[src/rtl/rfg_axis_protocol_master.sv]
// RFG byte-protocol initiator: serialises a register command onto an AXIS master and
// forwards the responder's read-back stream. Optional read timeout: RFG_AXIS_PROTOCOL_MASTER_TIMEOUT_EN.
module rfg_axis_protocol_master #(
    parameter int unsigned DATA_WIDTH     = 8,
    parameter int unsigned ID_WIDTH       = 8,
    parameter int unsigned SOURCE_ID      = 0,
    parameter int unsigned TIMEOUT_CYCLES = 4096
) (
    input  logic                  aclk,
    input  logic                  areset,
    input  logic                  cmd_valid,
    output logic                  cmd_ready,
    input  logic                  cmd_write,
    input  logic                  cmd_incr,
    input  logic [3:0]            cmd_vchannel,
    input  logic [7:0]            cmd_address,
    input  logic [15:0]           cmd_length,
    input  logic [DATA_WIDTH-1:0] wr_tdata,
    input  logic                  wr_tvalid,
    output logic                  wr_tready,
    output logic [DATA_WIDTH-1:0] m_axis_tdata,
    output logic                  m_axis_tvalid,
    input  logic                  m_axis_tready,
    output logic                  m_axis_tlast,
    output logic [ID_WIDTH-1:0]   m_axis_tid,
    input  logic [DATA_WIDTH-1:0] s_axis_tdata,
    input  logic                  s_axis_tvalid,
    output logic                  s_axis_tready,
    input  logic                  s_axis_tlast,
    output logic [DATA_WIDTH-1:0] rd_tdata,
    output logic                  rd_tvalid,
    input  logic                  rd_tready,
    output logic                  rd_tlast,
    output logic                  busy,
    output logic                  done,
    output logic                  error
);

    typedef enum logic [2:0] {
        StIdle, StHdr, StAddr, StLena, StLenb, StWrite, StRead
    } state_e;

    state_e                  state_q, state_d;
    logic [DATA_WIDTH-1:0]   m_tdata_q, m_tdata_d;
    logic                    m_tvalid_q, m_tvalid_d;
    logic                    m_tlast_q, m_tlast_d;
    logic [15:0]             remaining_q, remaining_d;
    logic                    write_q, write_d;
    logic [7:0]              addr_q, addr_d;
    logic                    done_q, done_d;
    logic                    error_q, error_d;
    logic                    m_hs;
    logic                    s_hs;

`ifdef RFG_AXIS_PROTOCOL_MASTER_TIMEOUT_EN
    localparam int unsigned TW = $clog2(TIMEOUT_CYCLES + 1);
    logic [TW-1:0] to_cnt_q, to_cnt_d;
`else
    logic unused_timeout;
    assign unused_timeout = ^TIMEOUT_CYCLES;
`endif

    assign m_axis_tdata  = m_tdata_q;
    assign m_axis_tvalid = m_tvalid_q;
    assign m_axis_tlast  = m_tlast_q;
    assign m_axis_tid    = ID_WIDTH'(SOURCE_ID);
    assign busy          = (state_q != StIdle);
    assign done          = done_q;
    assign error         = error_q;
    assign rd_tdata      = s_axis_tdata;

    always_comb begin
        state_d     = state_q;
        m_tdata_d   = m_tdata_q;
        m_tvalid_d  = m_tvalid_q;
        m_tlast_d   = m_tlast_q;
        remaining_d = remaining_q;
        write_d     = write_q;
        addr_d      = addr_q;
        done_d      = 1'b0;
        error_d     = 1'b0;
        m_hs        = m_tvalid_q && m_axis_tready;
        // Hold off a new command during the done pulse so it lands strictly after completion.
        cmd_ready     = (state_q == StIdle) && !done_q;
        wr_tready     = 1'b0;
        s_axis_tready = 1'b1;
        rd_tvalid     = 1'b0;
        rd_tlast      = 1'b0;
        s_hs          = 1'b0;
`ifdef RFG_AXIS_PROTOCOL_MASTER_TIMEOUT_EN
        to_cnt_d = '0;
`endif

        // Outside a read, responder bytes are drained and flagged as stray.
        if (state_q != StRead && s_axis_tvalid) begin
            error_d = 1'b1;
        end

        case (state_q)
            StIdle: begin
                if (cmd_valid && cmd_ready) begin
                    write_d     = cmd_write;
                    addr_d      = cmd_address;
                    remaining_d = cmd_length;
                    if (cmd_length == 16'd0) begin
                        error_d = 1'b1;
                    end else begin
                        state_d    = StHdr;
                        m_tvalid_d = 1'b1;
                        m_tlast_d  = 1'b0;
                        m_tdata_d  = {cmd_vchannel, 1'b0, cmd_incr, !cmd_write, cmd_write};
                    end
                end
            end
            StHdr: begin
                if (m_hs) begin
                    m_tdata_d = addr_q;
                    state_d   = StAddr;
                end
            end
            StAddr: begin
                if (m_hs) begin
                    m_tdata_d = remaining_q[7:0];
                    state_d   = StLena;
                end
            end
            StLena: begin
                if (m_hs) begin
                    m_tdata_d = remaining_q[15:8];
                    m_tlast_d = !write_q;
                    state_d   = StLenb;
                end
            end
            StLenb: begin
                if (m_hs) begin
                    m_tvalid_d = 1'b0;
                    m_tlast_d  = 1'b0;
                    state_d    = write_q ? StWrite : StRead;
                end
            end
            StWrite: begin
                // Once the final byte is loaded, stop pulling payload until it drains.
                wr_tready = !m_tlast_q && (!m_tvalid_q || m_axis_tready);
                if (wr_tvalid && wr_tready) begin
                    m_tdata_d  = wr_tdata;
                    m_tvalid_d = 1'b1;
                    m_tlast_d  = (remaining_q == 16'd1);
                    if (remaining_q > 16'd1) begin
                        remaining_d = remaining_q - 16'd1;
                    end
                end else if (m_hs) begin
                    m_tvalid_d = 1'b0;
                end
                if (m_hs && m_tlast_q) begin
                    m_tvalid_d = 1'b0;
                    m_tlast_d  = 1'b0;
                    done_d     = 1'b1;
                    state_d    = StIdle;
                end
            end
            StRead: begin
                s_axis_tready = rd_tready;
                rd_tvalid     = s_axis_tvalid;
                rd_tlast      = (remaining_q == 16'd1);
                s_hs          = s_axis_tvalid && rd_tready;
                if (s_hs) begin
                    if (s_axis_tlast != (remaining_q == 16'd1)) begin
                        error_d = 1'b1;
                    end
                    if (remaining_q == 16'd1) begin
                        done_d  = 1'b1;
                        state_d = StIdle;
                    end else begin
                        remaining_d = remaining_q - 16'd1;
                    end
                end
`ifdef RFG_AXIS_PROTOCOL_MASTER_TIMEOUT_EN
                if (!s_hs) begin
                    if (to_cnt_q == TW'(TIMEOUT_CYCLES - 1)) begin
                        error_d = 1'b1;
                        state_d = StIdle;
                    end else begin
                        to_cnt_d = to_cnt_q + 1'b1;
                    end
                end
`endif
            end
            default: state_d = StIdle;
        endcase
    end

    always_ff @(posedge aclk) begin
        if (areset) begin
            state_q     <= StIdle;
            m_tdata_q   <= '0;
            m_tvalid_q  <= 1'b0;
            m_tlast_q   <= 1'b0;
            remaining_q <= '0;
            write_q     <= 1'b0;
            addr_q      <= '0;
            done_q      <= 1'b0;
            error_q     <= 1'b0;
`ifdef RFG_AXIS_PROTOCOL_MASTER_TIMEOUT_EN
            to_cnt_q    <= '0;
`endif
        end else begin
            state_q     <= state_d;
            m_tdata_q   <= m_tdata_d;
            m_tvalid_q  <= m_tvalid_d;
            m_tlast_q   <= m_tlast_d;
            remaining_q <= remaining_d;
            write_q     <= write_d;
            addr_q      <= addr_d;
            done_q      <= done_d;
            error_q     <= error_d;
`ifdef RFG_AXIS_PROTOCOL_MASTER_TIMEOUT_EN
            to_cnt_q    <= to_cnt_d;
`endif
        end
    end

endmodule
[config.mk]
export PLATFORM = sky130hd
export DESIGN_NAME = rfg_axis_protocol_master
export DESIGN_NICKNAME = d
export VERILOG_FILES = /design/src/rtl/rfg_axis_protocol_master.sv
export SDC_FILE = /design/constraint.sdc
export NUM_CORES = 1
export LEC_CHECK = 0
export CAP_MARGIN = 0
export CORE_AREA = 2 2 113 115
export DETAILED_ROUTE_END_ITERATION = 10
export DIE_AREA = 0 0 115 117
export PLACE_DENSITY_LB_ADDON = 0.15
export SYNTH_ARGS = -nofsm -noshare
export SYNTH_HDL_FRONTEND = slang
export SYNTH_SLANG_ARGS = --single-unit
[constraint.sdc]
create_clock -name aclk -period 2.6 [get_ports aclk]
set_input_delay 0.26 -clock aclk [delete_from_list [all_inputs] [get_ports aclk]]
set_output_delay 0.26 -clock aclk [all_outputs]
set_load 0.02 [all_outputs]
=== Yosys cells after proc, flatten, opt, wreduce, memory -nomap -nowiden ===
Cells that the tools add are included.

* Output and inout bits: 34
* Input bits: 54
* Register bits: 40
* Logic and storage cells: 111

* Magnitude comparators: 1
* Reductions and logical operators: 27
* Eq/ne operators: 22
* Muxes and demuxes: 51
* $add $sub $neg: 1

{| class="wikitable"
|+ Operators with widths
! cell !! number
|-
| $mux 16 || 5
|-
| $mux 8 || 6
|-
| $pmux 16 s3 || 1
|-
| $pmux 8 s5 || 1
|-
| $mux 3 || 9
|-
| $mux 1 || 23
|-
| $ne 2x2->1 const B || 11
|-
| $pmux 3 s7 || 1
|-
| $eq 16x1->1 const B || 1
|-
| $gt 16x1->1 const B || 1
|-
| $logic_not 16->1 || 1
|-
| $sub 16x1->16 const B || 1
|-
| $reduce_and 6->1 || 2
|-
| $eq 3x3->1 const B || 3
|-
| $reduce_and 9->1 || 1
|-
| $reduce_bool 3->1 || 3
|-
| $logic_and 1x1->1 || 8
|-
| $reduce_and 7->1 || 1
|-
| $eq 3x2->1 const B || 2
|-
| $ne 3x3->1 const B || 2
|-
| $logic_not 1->1 || 5
|-
| $reduce_bool 5->1 || 1
|-
| $pmux 1 s2 || 2
|-
| $pmux 1 s4 || 1
|-
| 10 further kinds || 10
|}

=== Longest topological paths before layout ===
* Depth in word-level cells: 7
* Mapped depth: 10
* Gate-level depth less buffers: 7

=== Worst setup path after synthesis ===
OpenSTA, ideal clock, no wires.

* Kind: reg2out
* From: register remaining_q[4]
* To: output rd_tlast
* Setup slack: 377 ps
* Data required time: 2340 ps
* Path buffers: 2
* Data arrival time: 1963 ps
* Cell stages (with the launch flop): 6
* Path through: dfxtp_1 > buf_6 > or4_4 > buf_6 > nor4_4 > nor3b_1

* Cells in the longest elaborated chain, start to end: 2

{| class="wikitable"
|+ Ends and longest elaborated chain
! what !! line !! text
|-
| from (decl) || 47 || <nowiki>logic [15:0] remaining_q, remaining_d;</nowiki>
|-
| from (signal assigned) || 211 || <nowiki>remaining_q <= remaining_d;</nowiki>
|-
| $eq 16x1->1 || 164 || <nowiki>rd_tlast = (remaining_q == 16'd1);</nowiki>
|-
| $mux 1 || 99 || <nowiki>case (state_q)</nowiki>
|-
| to (decl) || 33 || <nowiki>output logic rd_tlast,</nowiki>
|}

Every way passes these cells.

=== Worst setup path in the final report ===
* From: register remaining_q[1]
* To: output rd_tlast

Same word-level chain as after synthesis.

==> impl_results.html <==
<table>
<tr><th>Metric</th><th>Value</th></tr>
<tr><th colspan="2">STA</th></tr>
<tr><td>Portion of the clock cycle consumed by the worst path in the final layout</td><td>93.76%</td></tr>
<tr><td>Final min period</td><td>2.438 ns</td></tr>
<tr><td>Total negative slack for setup checks</td><td>0 ns</td></tr>
<tr><td>Fin. Hold Viols</td><td>0</td></tr>
<tr><td>Slew Limit Headroom</td><td>56.85%</td></tr>
<tr><td>Actual transition at the worst max-transition pin</td><td>0.6465 ns</td></tr>
<tr><td>Worst clock skew</td><td>0.005520 ns</td></tr>
<tr><td>Minimum setup slack in the final design</td><td>0.1622 ns</td></tr>
<tr><td>Maximum clock rate</td><td>0.4102 GHz</td></tr>
<tr><td>Setup violators final</td><td>0</td></tr>
<tr><td>Final Slew Violations</td><td>0</td></tr>
<tr><td>Unrepaired setup endpoints after global routing</td><td>false</td></tr>
<tr><th colspan="2">Yosys</th></tr>
<tr><td>Sequential share of the synthesized area</td><td>26.81%</td></tr>
<tr><td>Cell area after technology mapping</td><td>2987 µm²</td></tr>
<tr><td>EDFF count, synth</td><td>0</td></tr>
<tr><td>Count of unique library cells instantiated by Yosys</td><td>64</td></tr>
<tr><td>Cells after synthesis</td><td>396</td></tr>
<tr><td>Average size of a mapped cell</td><td>7.542 µm²</td></tr>
<tr><td>Total of flip-flops plus latches after synthesis</td><td>40</td></tr>
<tr><td>Async set-reset flop share out of synthesis</td><td>0%</td></tr>
<tr><td>Yosys warning total</td><td>0</td></tr>
<tr><td>Most used flip-flop cell after synthesis</td><td>dfxtp_1</td></tr>
<tr><th colspan="2">Finish</th></tr>
<tr><td>Most frequent standard cell in the layout excluding fill and tap cells</td><td>clkdlybuf4s50_1</td></tr>
<tr><td>ANT cells</td><td>0</td></tr>
<tr><td>Total number of nets in the final design</td><td>500</td></tr>
<tr><td>Post-layout instance area</td><td>3849 µm²</td></tr>
<tr><td>Layout Cells excl Fill</td><td>595</td></tr>
<tr><td>Relative area change from synthesis to final layout</td><td>28.86%</td></tr>
<tr><td>Fraction of the core area covered by cells at the end of the flow</td><td>31.26%</td></tr>
<tr><td>Share of cells above drive strength 1</td><td>9.888%</td></tr>
<tr><td>Commonest cells after routing, fill and taps aside</td><td>clkdlybuf4s50_1, a21oi_1, dfxtp_1</td></tr>
<tr><th colspan="2">Worst setup path</th></tr>
<tr><td>Number of buffer and inverter instances along the worst setup path</td><td>2</td></tr>
<tr><td>CP startpoint kind</td><td>flip-flop</td></tr>
<tr><td>Setup slack on the worst flop-to-flop path</td><td>0.33 ns</td></tr>
<tr><td>Endpoint kind of the worst setup timing path</td><td>primary output</td></tr>
<tr><td>Required time worst endpoint</td><td>2.34 ns</td></tr>
<tr><td>Beginning of the critical path</td><td>remaining_q[1]$_SDFFE_PP0P_</td></tr>
<tr><td>Arrival time reported for the critical path endpoint</td><td>2.18 ns</td></tr>
<tr><td>Reg2reg start</td><td>remaining_q[1]$_SDFFE_PP0P_</td></tr>
<tr><td>Max stage delay on crit path</td><td>0.50 ns</td></tr>
<tr><td>Critical Path Fanout Max</td><td>4</td></tr>
<tr><td>Critical path's top delay family</td><td>simple AND/OR/NAND/NOR gates</td></tr>
<tr><td>Worst-path cell chain</td><td>inv_1, ha_1, or3b_2, nor4_4, nor3b_1, clkdlybuf4s15_1</td></tr>
<tr><td>Worst path slowest cell</td><td>or3b_2</td></tr>
<tr><td>Worst Setup Path Type</td><td>reg2out</td></tr>
<tr><th colspan="2">Clocking</th></tr>
<tr><td>Hold_buf cts</td><td>0</td></tr>
<tr><td>Root Buffer</td><td>clkbuf_16</td></tr>
<tr><td>CTS tree</td><td>yes</td></tr>
<tr><td>Register clock-pin slew on the reported worst setup and hold paths</td><td>0.06 ns</td></tr>
<tr><td>Clock Latency Late Sink</td><td>0.28 ns</td></tr>
<tr><td>Number of sinks on the clock net</td><td>40</td></tr>
<tr><td>Number of buffers created by CTS</td><td>5</td></tr>
<tr><td>Level count of the clock H-tree</td><td>2</td></tr>
<tr><td>Clk buf depth</td><td>2</td></tr>
<tr><th colspan="2">Detailed routing</th></tr>
<tr><td>Count of vias placed by the detailed router</td><td>3122</td></tr>
<tr><td>Detailed-route wire length</td><td>10150 µm</td></tr>
<tr><td>Post-route ant nets</td><td>0</td></tr>
<tr><td>DRC</td><td>0</td></tr>
<tr><td>Drt wl/cell</td><td>17.06 µm</td></tr>
<tr><td>DRC marker count from the first detailed-route iteration</td><td>181</td></tr>
<tr><td>Average via count per standard cell</td><td>5.247</td></tr>
<tr><td>Number of iterations in the first detailed-routing pass</td><td>4</td></tr>
<tr><th colspan="2">Placement</th></tr>
<tr><td>Half-perimeter wire length of the detailed placement result</td><td>7648 µm</td></tr>
<tr><td>Count of port buffers added during placement</td><td>63</td></tr>
<tr><td>Total placed cells including tap cells</td><td>587</td></tr>
<tr><td>Instance area at placement</td><td>3705 µm²</td></tr>
<tr><td>Pre-CTS setup slack</td><td>0.1487 ns</td></tr>
<tr><td>Final Wtd Congestion</td><td>0.8034</td></tr>
<tr><th colspan="2">Floorplan</th></tr>
<tr><td>Placeable core region</td><td>12310 µm²</td></tr>
<tr><td>Total I/O pin count</td><td>88</td></tr>
<tr><td>Die Outline Area</td><td>13460 µm²</td></tr>
<tr><td>Standard-cell row count</td><td>41</td></tr>
<tr><td>Starting utilization of the core area</td><td>24.26%</td></tr>
<tr><td>Vertical die dimension</td><td>117 µm</td></tr>
<tr><td>Die W</td><td>115 µm</td></tr>
<tr><th colspan="2">GRT</th></tr>
<tr><td>Met1 Use GR</td><td>21.26%</td></tr>
<tr><td>Routing layer with the top usage in global route</td><td>met2</td></tr>
<tr><td>Met3 Use GR</td><td>2.987%</td></tr>
<tr><td>Total global routing track utilization</td><td>15.31%</td></tr>
<tr><td>Pin count of the biggest net entering global routing</td><td>26</td></tr>
<tr><td>Number of antenna violations at the first check in global routing</td><td>0</td></tr>
<tr><td>Residual overflow from global routing</td><td>0</td></tr>
<tr><td>Global-route wire length before repair</td><td>16260 µm</td></tr>
<tr><td>Vias in the first global route</td><td>3022</td></tr>
<tr><td>Met2 demand-to-capacity share in global routing</td><td>24.59%</td></tr>
<tr><th colspan="2">Power</th></tr>
<tr><td>Reported leakage power</td><td>1.385 nW</td></tr>
<tr><td>Power per Cell Area</td><td>498.5 nW/µm²</td></tr>
<tr><td>Maximum vdd drop</td><td>0.2210 mV</td></tr>
<tr><th colspan="2">Status</th></tr>
<tr><td>Result of the run</td><td>complete, no violations</td></tr>
<tr><th colspan="2">Hold path</th></tr>
<tr><td>Worst hold-check path type</td><td>reg2reg</td></tr>
<tr><td>Origin of the worst min-delay path</td><td>addr_q[1]$_SDFFE_PP0P_</td></tr>
<tr><th colspan="2">Flow run</th></tr>
<tr><td>Number of max-capacitance violations reported</td><td>0</td></tr>
</table>
synth_stat cells (9+ instances only):
cell type | number | area share [%]
nor4_1 | 10 | 2.1
nor2b_1 | 9 | 1.9
inv_1 | 9 | 1.1
o31ai_1 | 12 | 3.0
o21ai_0 | 12 | 2.0
o311ai_0 | 9 | 2.6
dfxtp_1 | 40 | 27
buf_4 | 17 | 4.3
clkbuf_1 | 22 | 2.8
nor3_1 | 14 | 2.3
nand2_1 | 35 | 4.4
a21oi_1 | 46 | 7.7
nor2_1 | 32 | 4.0
state kept, by name, indices dropped and copies added (netlist names):
name / flops
done: 1
state_q: 3
write_q: 1
addr_q: 8
error: 1
m_axis_tvalid: 1
remaining_q: 16
m_axis_tdata: 8
m_axis_tlast: 1
worst paths after layout:
path                                       end  cells after the start
setup / recovery                      rd_tlast                      6
hold reg to reg         addr_q[1]$_SDFFE_PP0P_                      2
hold / removal          addr_q[1]$_SDFFE_PP0P_                      2
setup reg to reg  remaining_q[14]$_SDFFE_PP0P_                      7
metrics by stage:
stage               hold slack [ns]  total power, mW
global placement             0.4423            1.323
CTS                          0.4591            1.932
detailed placement           0.4496            1.321
global route                 0.4875            2.022
finish                       0.4533            1.918
floorplan                    0.3960            1.110
metal layers:
layer | part of all wire (%) | wire [µm]
met5 | 0 | 0
met2 | 46 | 4620
met1 | 47 | 4795
met4 | 1.1 | 108
met3 | 6.2 | 626
kinds of logic (layout without fill, tap and decap cells):
family,after synthesis,after routing,share of synthesized area [%]
buffers and inverters,65,107,12.02
adder cells (fa/ha/maj),2,2,0.8377
other,1,8,0.1256
XOR/XNOR,3,3,0.8799
multiplexers,9,9,3.058
AO/OA/AOI/OAI,133,133,30.62
flip-flops,40,40,26.81
AND/OR/NAND/NOR,143,143,25.64
cell type report:
type	count	area, µm²
timing repair buffer	89	825.8
inverter	10	37.54
multi-input combinational	298	1853
tap	150	187.7
clock inverter	3	18.77
fill	1356	8463
clock buffer	5	125.1
sequential	40	800.8
timing repair:
item | in CTS | in global routing
buffers inserted | 0 | 0
endpoints found under the hold margin | 0 | 0
endpoints found under the setup margin | 1 | 1
gates resized for setup | 1 | 1
worst reg2reg max path, delay by kind of cell, from the launching register on:
| kind | cells | cell delay, ns |
|---|---|---|
| flops | 1 | 0.34 |
| buf+inv | 1 | 0.11 |
| compound gates | 3 | 0.54 |
| simple gates | 2 | 0.90 |
| fa+ha+maj | 1 | 0.25 |
where the power goes:
group	switching [mW]	internal (mW)	total, mW
Clock	0.253	0.354	0.607
Combinational	0.337	0.269	0.606
Sequential	0.0405	0.665	0.706
Total	0.631	1.29	1.92
Note: power is estimated with default switching activity, not from simulation.
